--- src/rtl/exp1_7_sched.sv ---
// Four-step phase scheduler: on start, walks step index 0..3 for a latched
// number of loops with per-step durations, driving action strobes and counters.
module exp1_7_sched #(
   parameter int unsigned CNT_W = 8
) (
   input  logic             clk,
   input  logic             rst_n,
   input  logic             start,
   input  logic             abort,
   input  logic [CNT_W-1:0] dur_a,
   input  logic [CNT_W-1:0] dur_b,
   input  logic [CNT_W-1:0] loops,
   output logic             busy,
   output logic             done,
   output logic [1:0]       i,
   output logic [CNT_W-1:0] c1,
   output logic [CNT_W-1:0] x,
   output logic [CNT_W-1:0] y,
   output logic             act1,
   output logic             act2
);

   localparam logic [CNT_W-1:0] CNT_MAX = '1;
   localparam logic [CNT_W-1:0] CNT_ONE = CNT_W'(1);

   typedef enum logic [1:0] {
      ST_IDLE = 2'd0,
      ST_RUN  = 2'd1,
      ST_DONE = 2'd2
   } state_t;

   state_t           state_q, state_d;
   logic [1:0]       i_q, i_d;
   logic [CNT_W-1:0] c1_q, c1_d;
   logic [CNT_W-1:0] x_q, x_d;
   logic [CNT_W-1:0] y_q, y_d;
   logic [CNT_W-1:0] lat_a_q, lat_a_d;
   logic [CNT_W-1:0] lat_b_q, lat_b_d;
   logic [CNT_W-1:0] lat_loops_q, lat_loops_d;
   logic             busy_q, busy_d;
   logic             done_q, done_d;
   logic             act1_q, act1_d;
   logic             act2_q, act2_d;
   logic [CNT_W-1:0] dur_cur;
   logic [CNT_W-1:0] x_inc;

   // Next-state, counters and registered-output precompute
   always_comb begin
      state_d     = state_q;
      i_d         = i_q;
      c1_d        = c1_q;
      x_d         = x_q;
      y_d         = y_q;
      lat_a_d     = lat_a_q;
      lat_b_d     = lat_b_q;
      lat_loops_d = lat_loops_q;
      dur_cur     = i_q[0] ? lat_b_q : lat_a_q;
      x_inc       = x_q + CNT_ONE;

      unique case (state_q)
         ST_IDLE: begin
            if (start) begin
               lat_a_d     = (dur_a == '0) ? CNT_ONE : dur_a;
               lat_b_d     = (dur_b == '0) ? CNT_ONE : dur_b;
               lat_loops_d = loops;
               x_d         = '0;
               y_d         = '0;
               i_d         = 2'd0;
               c1_d        = '0;
               state_d     = (loops == '0) ? ST_DONE : ST_RUN;
            end
         end
         ST_RUN: begin
            if (y_q != CNT_MAX) begin
               y_d = y_q + CNT_ONE;
            end
            if (c1_q != dur_cur - CNT_ONE) begin
               c1_d = c1_q + CNT_ONE;
            end else begin
               c1_d = '0;
               i_d  = 2'(i_q + 2'd1);
               if (i_q == 2'd3) begin
                  x_d = x_inc;
                  if (x_inc == lat_loops_q) begin
                     state_d = ST_DONE;
                     i_d     = 2'd0;
                  end
               end
            end
            // Abort overrides any terminal count in the same cycle
            if (abort) begin
               state_d = ST_IDLE;
               i_d     = 2'd0;
               c1_d    = '0;
            end
         end
         ST_DONE: begin
            state_d = ST_IDLE;
         end
         default: begin
            state_d = ST_IDLE;
         end
      endcase

      busy_d = (state_d == ST_RUN);
      done_d = (state_d == ST_DONE);
      act1_d = (state_d == ST_RUN) && (i_d == 2'd0);
      act2_d = (state_d == ST_RUN) && (i_d == 2'd2);
   end

   // State and output registers
   always_ff @(posedge clk or negedge rst_n) begin
      if (!rst_n) begin
         state_q     <= ST_IDLE;
         i_q         <= 2'd0;
         c1_q        <= '0;
         x_q         <= '0;
         y_q         <= '0;
         lat_a_q     <= '0;
         lat_b_q     <= '0;
         lat_loops_q <= '0;
         busy_q      <= 1'b0;
         done_q      <= 1'b0;
         act1_q      <= 1'b0;
         act2_q      <= 1'b0;
      end else begin
         state_q     <= state_d;
         i_q         <= i_d;
         c1_q        <= c1_d;
         x_q         <= x_d;
         y_q         <= y_d;
         lat_a_q     <= lat_a_d;
         lat_b_q     <= lat_b_d;
         lat_loops_q <= lat_loops_d;
         busy_q      <= busy_d;
         done_q      <= done_d;
         act1_q      <= act1_d;
         act2_q      <= act2_d;
      end
   end

   assign busy = busy_q;
   assign done = done_q;
   assign i    = i_q;
   assign c1   = c1_q;
   assign x    = x_q;
   assign y    = y_q;
   assign act1 = act1_q;
   assign act2 = act2_q;

endmodule

--- config.mk ---
export PLATFORM = sky130hd
export DESIGN_NAME = exp1_7_sched
export DESIGN_NICKNAME = d
export VERILOG_FILES = /design/src/rtl/exp1_7_sched.sv
export SDC_FILE = /design/constraint.sdc
export NUM_CORES = 1
export LEC_CHECK = 0
export CAP_MARGIN = 20
export CORE_ASPECT_RATIO = 1.4
export CORE_UTILIZATION = 52
export DETAILED_ROUTE_END_ITERATION = 8
export GPL_TIMING_DRIVEN = 0
export MAX_ROUTING_LAYER = met4
export PLACE_DENSITY = 0.79
export SYNTH_ARGS = -nofsm -noshare
export SYNTH_HDL_FRONTEND = slang
export SYNTH_SLANG_ARGS = --single-unit
--- constraint.sdc ---
create_clock -name clk -period 9.1 [get_ports clk]
set_clock_uncertainty 0.15 [all_clocks]
set_input_delay 2.275 -clock clk [delete_from_list [all_inputs] [get_ports clk]]
set_output_delay 2.275 -clock clk [all_outputs]
set_load 0.05 [all_outputs]
==> impl_metrics.toml <==
[min_path]
min_to = "lat_a_q[7]"
hold_path_class = "flip-flop to flip-flop"
min-delay-start = "lat_a_q[7]"
whs_path_depth = 2

[power_and_ir_drop]
switching_share_pct = 35.5
p_int_mw = 0.455
clkPwrFrac_pct = 22.9
power_density_nw_per_um2 = 180
p_comb_share_pct = 32.2
peakVddDrop_uv = 100
switchingPower_mw = 0.250
p_leak_nw = 1.69
power_frac_seq_pct = 44.9

[place]
dp_hpwl_mm = 5.84
portBuffers = 57
dpl-instance-area_um2 = 3810
place_congestion = 0.883

[detailed_routing]
vias = 2817
drt_iter0_drc = 197
antenna_left = 0
wl_per_cell_um = 15.6
drt-pass1-iter-count = 5
finalWirelength_mm = 7.58
drc = 0
via_per_inst = 5.78

[sta]
hold_viol_final = 0
setup_viol_count_final = 0
finalSetupTns_ps = 0
max_slew_margin_pct = 36.0
worstMarginPinSlew_ps = 951
fin_crit_sh_pct = 46.3
fmax_ghz = 0.237
maxSlewViolCount = 0
period_needed_ps = 4210
rsz0062_at_grt = "false"

[synthesis]
synth.distinct_cells = 58
synth_cells = 351
syn_area_per_cell_um2 = 8.93
synthFlopType = "dfrtp_1"
synth_top_area_share_pct = 44.7
synth-seq-area-share_pct = 44.7
syn-cell-area_um2 = 3140
yosys-top-cells-area = "dfrtp_1 45%, nand2_1 11%, xnor2_1 4.5%"
synth_seq_cells = 56
synth_top_area_cell = "dfrtp_1"
synth-async-reset-ratio_pct = 100
yosys_warnings = 0
synth-edff-count = 0
synth_nets = 384

[layout]
fin_util_pct = 67.3
final_cell_area_um2 = 3920
final_cell_mix = "94 x nand2_1, 56 x dfrtp_1, 56 x clkdlybuf4s50_1"
drive_gt1_share_pct = 5.76
nets = 449
nFillCells = 492
final_common_cell = "nand2_1"
synthToLayoutAreaGrowth_pct = 24.9
diodes = 0

[clock_tree]
path_clk_slew_ps = 100
ctsResizeCount = 0
cts.hold.buffers_added = 0
postCtsSetupBuffers = 0
clockRootBuffer = "clkbuf_8"
numCtsBuffers = 5
clkLatencyLatePin_ps = 310
htree_levels = 2
cts_tree = "done"
clkSinkCount = 56
clk_path_buf_depth = 2

[critical_path]
r2r-end = "c1[4]"
worstSetupPathType = "input port to flip-flop"
reg2reg_slack_ps = 5670
critPathSlowestCell = "clkdlybuf4s50_1"
crit_path_start_kind = "input port"
path_max_fanout = 6
cp.arrival_ps = 4300
crit_required_ps = 9180
crit_buf_inv = 2
slowest_delay_ps = 520
r2r-start = "i[0]"
path_cells = "clkdlybuf4s50_1, nor2_1, or2_2, clkbuf_1, a21oi_1, nand4_1, or3_1, a21oi_1"
crit_path_frequent_cell = "a21oi_1"
path_delay_family = "simple AND/OR/NAND/NOR gates"
worstSetupEndpointType = "flip-flop"
reg2reg_depth = 7

[global_route]
grt_pass1_wl_mm = 12.7
grt_use_met1_pct = 31.0
met2_usage_pct = 47.5
grt_pass1_vias = 2764
grt-ovfl-total = 0
grt_busiest_layer = "met2"
grt_max_degree = 42
grt_antenna_before_repair = 0
track_usage_pct = 27.5
use_met3_pct = 3.76

[die]
initial_utilization_pct = 53.9
dieHeight_um = 93.9
dieArea_um2 = 6350
coreArea_um2 = 5820
rows = 33
die-width_um = 67.6
ioPinCount = 58

[job]
maxCapViolCount = 0

[outcome]
status = "completed"
## layout make-up
type	count	area [µm²]	share of cell area [%]
well taps	70	87.6	2.24
plain buffers	15	73.8	1.88
repair buffers	58	586	15.0
clock inverters	2	35.0	0.895
multi-input cells	276	1650	42.0
inverters	4	15.0	0.383
clock buffers	6	72.6	1.85
flip-flops and latches	56	1400	35.8
## stage by stage
stage                     instances  hold WS [ps]  setup slack, ps  total power, mW
after floorplan                 351           295             5310            0.471
after global placement          478           309             3920            0.538
after detailed placement        479           321             4590            0.548
after CTS                       487           343             4900            0.707
after global routing            487           396             4770            0.748
final                           487           337             4890            0.705
## worst reg2reg max path, stage by stage (launching register included)
cell and delay, ps:
dfrtp_1 470, or4_2 690, a222oi_1 400, xnor2_1 180
nand4_1 190, o31ai_1 850, o21ai_0 210, o2bb2ai_1 160
## worst max-delay path by stage
| stage | startpoint | endpoint | slack [ps] | cells past startpoint |
|---|---|---|---|---|
| floorplan | start | y[5] | 5310 | 7 |
| global placement | rst_n | lat_b_q[3] | 3920 | 1 |
| detailed placement | start | y[7] | 4590 | 8 |
| CTS | start | y[7] | 4900 | 8 |
| global route | start | y[7] | 4770 | 8 |
| finish | start | y[7] | 4890 | 8 |
## kinds of logic (layout without fill, tap and decap cells)
group,Yosys count,after routing,synth area share (%)
compound gates,60,60,13.2
xor+xnor,26,26,7.26
fa+ha+maj,5,5,2.00
buf+inv,19,85,2.83
flops,56,56,44.7
mux,12,12,3.83
simple gates,173,173,26.2
## synth_stat cells, types with 2 or more instances
cell	n
nand2_1	94
dfrtp_1	56
o21ai_0	16
xnor2_1	16
nor2_1	15
mux2i_1	12
clkbuf_1	11
xor2_1	10
a21oi_1	9
nand3_1	9
nand4_1	9
nor3_1	9
nor4_1	8
and3_1	5
ha_1	5
inv_1	4
o31ai_1	4
nand2b_1	3
nor3b_1	3
or3_1	3
a211o_1	2
a21o_1	2
a31o_2	2
a31oi_1	2
buf_1	2
o21a_1	2
o21bai_1	2
o22ai_1	2
o2bb2ai_1	2
o311ai_0	2
or3_2	2
or3b_2	2
## power groups by stage
stage / Combinational, mW / Clock, mW / Sequential [mW]
6_report: 0.227 / 0.162 / 0.317
5_1_grt: 0.252 / 0.174 / 0.321
4_1_cts: 0.228 / 0.163 / 0.316
3_5_place_dp: 0.227 / 0 / 0.321
3_3_place_gp: 0.219 / 0 / 0.319
2_1_floorplan: 0.121 / 0 / 0.350
## per-layer routing
metal / share of wire, % / vias to the layer above / wire, µm
li1: - / 1376 / -
met1: 40 / 1335 / 3030
met2: 53 / 83 / 4050
met3: 3.4 / 23 / 257
met4: 3.2 / 0 / 240
met5: 0 / - / 0
## state kept, by name (all words and copies together) (netlist names)
signal	cells
c1	8
lat_loops_q	8
y	8
state_q	2
lat_a_q	8
act1	1
x	8
act2	1
lat_b_q	8
busy	1
i	2
done	1
(Power assumes the default switching activity.)
